**src/rtl/mem_arbiter.sv**
```systemverilog
// mem_arbiter: shares one memory port between an instruction read port (i_*)
// and a data read/write port (d_*). One transaction is in flight at a time:
// IDLE arbitrates and latches the winner, MEM holds the pmem strobe until
// pmem_resp, DONE pulses the owner's resp for one cycle.
//
// Ports
//   clk, rst_n       : clock, synchronous active-low reset
//   i_read/i_address : instruction read request (held until i_resp)
//   i_rdata/i_resp   : instruction read data and one-cycle completion pulse
//   d_read/d_write   : data request (held until d_resp); write wins if both set
//   d_address/d_wdata/d_wmask : data request payload
//   d_rdata/d_resp   : data read value and one-cycle completion pulse
//   pmem_*           : shared memory strobes/payload; pmem_rdata/pmem_resp back
//
// Parameter FAIR: 1 = alternate grants on contention, 0 = data port always wins.
module mem_arbiter #(
  parameter bit FAIR = 1'b1
) (
  input  logic        clk,
  input  logic        rst_n,
  input  logic        i_read,
  input  logic [31:0] i_address,
  output logic [31:0] i_rdata,
  output logic        i_resp,
  input  logic        d_read,
  input  logic        d_write,
  input  logic [31:0] d_address,
  input  logic [31:0] d_wdata,
  input  logic [3:0]  d_wmask,
  output logic [31:0] d_rdata,
  output logic        d_resp,
  output logic        pmem_read,
  output logic        pmem_write,
  output logic [31:0] pmem_address,
  output logic [31:0] pmem_wdata,
  output logic [3:0]  pmem_wmask,
  input  logic [31:0] pmem_rdata,
  input  logic        pmem_resp
);

  typedef enum logic [1:0] {IDLE, MEM, DONE} state_t;

  localparam logic GRANT_I = 1'b0;
  localparam logic GRANT_D = 1'b1;

  state_t state;
  logic   owner;       // port that owns the in-flight transaction
  logic   last_grant;  // port granted most recently (fairness history)
  logic   d_req_c;
  logic   grant_c;

  // Arbitration decision for the current IDLE cycle
  always_comb begin
    d_req_c = d_read | d_write;
    grant_c = GRANT_I;
    if (d_req_c && i_read) begin
      grant_c = FAIR ? ~last_grant : GRANT_D;
    end else if (d_req_c) begin
      grant_c = GRANT_D;
    end
  end

  // Transaction FSM with registered memory strobes, payload and responses
  always_ff @(posedge clk) begin
    if (!rst_n) begin
      state        <= IDLE;
      owner        <= GRANT_I;
      last_grant   <= GRANT_I;
      pmem_read    <= 1'b0;
      pmem_write   <= 1'b0;
      pmem_address <= '0;
      pmem_wdata   <= '0;
      pmem_wmask   <= '0;
      i_rdata      <= '0;
      d_rdata      <= '0;
      i_resp       <= 1'b0;
      d_resp       <= 1'b0;
    end else begin
      case (state)
        IDLE: begin
          if (i_read || d_req_c) begin
            owner      <= grant_c;
            last_grant <= grant_c;
            state      <= MEM;
            if (grant_c == GRANT_D) begin
              // a simultaneous d_read is dropped when d_write is set
              pmem_address <= d_address;
              pmem_write   <= d_write;
              pmem_read    <= ~d_write;
              pmem_wdata   <= d_write ? d_wdata : '0;
              pmem_wmask   <= d_write ? d_wmask : 4'b0000;
            end else begin
              pmem_address <= i_address;
              pmem_read    <= 1'b1;
              pmem_write   <= 1'b0;
              pmem_wdata   <= '0;
              pmem_wmask   <= 4'b0000;
            end
          end
        end
        MEM: begin
          if (pmem_resp) begin
            if (pmem_read) begin
              if (owner == GRANT_D) d_rdata <= pmem_rdata;
              else                  i_rdata <= pmem_rdata;
            end
            pmem_read  <= 1'b0;
            pmem_write <= 1'b0;
            i_resp     <= (owner == GRANT_I);
            d_resp     <= (owner == GRANT_D);
            state      <= DONE;
          end
        end
        DONE: begin
          i_resp <= 1'b0;
          d_resp <= 1'b0;
          state  <= IDLE;
        end
        default: state <= IDLE;
      endcase
    end
  end

endmodule
```
**config.mk**
```make
export PLATFORM = sky130hd
export DESIGN_NAME = mem_arbiter
export DESIGN_NICKNAME = d
export VERILOG_FILES = /design/src/rtl/mem_arbiter.sv
export SDC_FILE = /design/constraint.sdc
export NUM_CORES = 1
export LEC_CHECK = 0
export BUFFER_PORTS_ARGS = -buffer_cell sky130_fd_sc_hd__buf_2
export CAP_MARGIN = 5
export CORE_ASPECT_RATIO = 1.1
export CORE_UTILIZATION = 45
export DETAILED_ROUTE_END_ITERATION = 16
export GPL_TIMING_DRIVEN = 0
export PLACE_DENSITY = 0.81
export SYNTH_ARGS = -nofsm -noshare
export SYNTH_HDL_FRONTEND = slang
export SYNTH_SLANG_ARGS = --single-unit
```
**constraint.sdc**
```tcl
create_clock -name clk -period 2.7 [get_ports clk]
set_input_delay 0.54 -clock clk [delete_from_list [all_inputs] [get_ports clk]]
set_output_delay 0.54 -clock clk [all_outputs]
set_load 0.05 [all_outputs]
```
==> results.toml <==
[logic_synthesis]
yosys.area.top_type = "dfxtp_1"
synth_warnings = 0
netlist_instances = 684
syn_nets = 822
synth_area_um2 = 5603
yosysSeqAreaShare_pct = 49.67
synth_seq_cells = 139
syn_avg_cell_area_um2 = 8.191
yosysTopAreaCellShare_pct = 49.67
synth.top_cells.by_area = "dfxtp_1 (50%), a21oi_1 (12%), nand3_1 (9.0%)"
synth.distinct_cells = 32

[worst_setup_path]
max_stage_delay_ps = 540
critPathLaunchType = "input pin"
crit_arrival_ps = 1880
reg2reg_depth = 5
critPathKind = "in2reg"
r2r-start = "state[0]$_SDFFE_PN0P_"
crit_path_end_kind = "register"
cp_num_buf_inv = 4
path_cells = "buf_2, inv_1, clkbuf_1, clkbuf_1, a21oi_1"
rrSetupSlack_ps = 1100
cp.required_ps = 2960
cp_max_fo = 10
path_delay_family = "buffers and inverters"
cp_common_cell = "clkbuf_1"
critical-path-slowest-cell = "clkbuf_1"
reg2reg_to = "d_rdata[5]$_SDFFE_PN0P_"

[global_route]
antenna_found_initial = 1
overflow = 0
grt_pass1_wl_mm = 28.68
grt_use_total_pct = 28.28
grt_max_degree = 17
grt_pass1_vias = 5883

[sta]
rsz0062_at_grt = "no"
period_share_pct = 59.87
setup_tns_ps = 0
hold_violations = 0
worst_slew_pin_slew_ps = 691.4
post-route-min-period_ps = 1616
setup_viol = 0
skew_ps = 9.061
slew_viol_final = 0
fmax_ghz = 0.6187
relSlewSlack_pct = 53.91

[drt]
routed_wl_mm = 18.48
dr.pass1.iters = 5
drt_iter0_drc = 410
drc = 0
vias = 6371
antenna_left = 0
wl_per_cell_um = 16.18
vias_per_cell = 5.579

[placed_design]
finalWeightedCongestion = 0.8528
place.port_buffers = 273
dpl.hpwl_mm = 13.57

[cts]
cts_setup_buffers = 0
clk_latency_ps = 410
cts_root_buf = "clkbuf_16"
numCtsBuffers = 17
clk_pin_slew_ps = 50
cts-resized-gates = 0
cts_sinks = 139
cts_tree = "done"
hold_buffers = 0
htree_levels = 4
cts_buffer_depth = 2

[floorplanning]
num_rows = 42
pin_count = 274
die_h_um = 119.0
dieArea_um2 = 12900
fp.dieW_um = 108.4
core_um2 = 12090
start_util_pct = 46.36

[power_and_ir_drop]
power_density_nw_per_um2 = 738.7
p_leak_uw = 0.003463
ir_drop_uv = 338.4

[run_status]
status = "complete, no violations"

[final_layout]
utilization_pct = 64.22
fill_cells = 1086
drive_above_1_share_pct = 35.36
num-nets-final = 1114
area_growth_pct = 38.54

[flow_run]
maxCapViolations = 0

[worst_hold_path]
hold_path.startpoint = "rst_n"
min_to = "state[0]$_SDFFE_PN0P_"
hold_path_depth = 2
min_path_type = "in2reg"
## metrics by stage
stage          cell area [um2]  cells  hold slack [ps]  power [uW]  setup WS [ps]
6_report                  7762   1142            373.0        5734           1084
3_5_place_dp              7162   1111            461.4        3400          674.9
5_1_grt                   7762   1142            373.4        5960          961.4
2_1_floorplan             5603    684            537.0        3039           1157
3_3_place_gp              7162   1111            454.0        3393          719.1
4_1_cts                   7760   1141            362.7        5748           1069
## placed cells by master, fill, tap and decap left out, types with 4 or more instances in the layout
| cell type | instances |
|---|---|
| buf_4 | 5 |
| buf_2 | 301 |
| o21ai_0 | 82 |
| a311oi_1 | 32 |
| buf_6 | 4 |
| clkbuf_1 | 39 |
| clkbuf_16 | 17 |
| nand3_1 | 101 |
| dfxtp_1 | 139 |
| o21ai_1 | 21 |
| a21oi_1 | 137 |
| nand2_1 | 69 |
## cells in the mapped netlist, drive strengths merged
cell and n:
a21boi 1, a21oi 138, a2bb2oi 1, a311oi 32
and2 2, and3 1, and3b 1, buf 37
clkbuf 39, dfxtp 139, inv 1, nand2 69
nand2b 1, nand3 101, nor2 3, nor2b 3
nor3 2, nor3b 1, nor4 1, o21a 1
o21ai 103, o2bb2ai 1, o31ai 2, or2 2
or3 2
## sequential cells by signal (all words and copies together) (netlist names)
signal,flops
d_rdata,32
d_resp,1
i_rdata,32
i_resp,1
last_grant,1
pmem_address,32
pmem_read,1
pmem_wdata,32
pmem_wmask,4
pmem_write,1
state,2
## per-layer routing
layer	global-route usage (%)	up-vias	share of wire [%]
met1	33.32	2973	41
li1	-	3055	-
met2	48.25	306	49
met3	7.334	37	7.9
met5	0	-	0
met4	11.57	0	2.3
## power by group
part           switching (uW)  internal [uW]  total (uW)
logic                     833            316        1150
clock network             878           1490        2370
registers                54.8           2160        2220
total                    1770           3970        5730
## cell type report
| cell class | count | area [um2] | share of cell area (%) |
|---|---|---|---|
| antenna | 1 | 2.502 | 0.03224 |
| buffer | 76 | 369.1 | 4.755 |
| clock buffer | 19 | 452.9 | 5.835 |
| clock inverter | 11 | 145.1 | 1.870 |
| inverter | 1 | 3.754 | 0.04836 |
| multi-input combinational | 468 | 2447 | 31.53 |
| sequential | 139 | 2783 | 35.85 |
| tap | 154 | 192.7 | 2.482 |
| timing repair buffer | 273 | 1366 | 17.60 |
## worst max-delay path by stage
stage / start / to / slack, ps / cells after the start
after floorplan: pmem_read$_SDFFE_PN0P_ / d_rdata[31]$_SDFFE_PN0P_ / 1160 / 4
after global placement: rst_n / pmem_wmask[1]$_SDFFE_PN0P_ / 720 / 5
after detailed placement: rst_n / pmem_wmask[1]$_SDFFE_PN0P_ / 670 / 5
after CTS: rst_n / pmem_wmask[1]$_SDFFE_PN0P_ / 1070 / 5
after global routing: state[1]$_SDFFE_PN0P_ / i_rdata[21]$_SDFFE_PN0P_ / 960 / 5
final: rst_n / pmem_wmask[2]$_SDFFE_PN0P_ / 1080 / 5
## kinds of logic after synthesis
logic type	after synthesis	share of synthesized area [%]
compound gates	279	27.67
simple gates	189	16.01
flops	139	49.67
buf+inv	77	6.655
(Power assumes the default switching activity.)
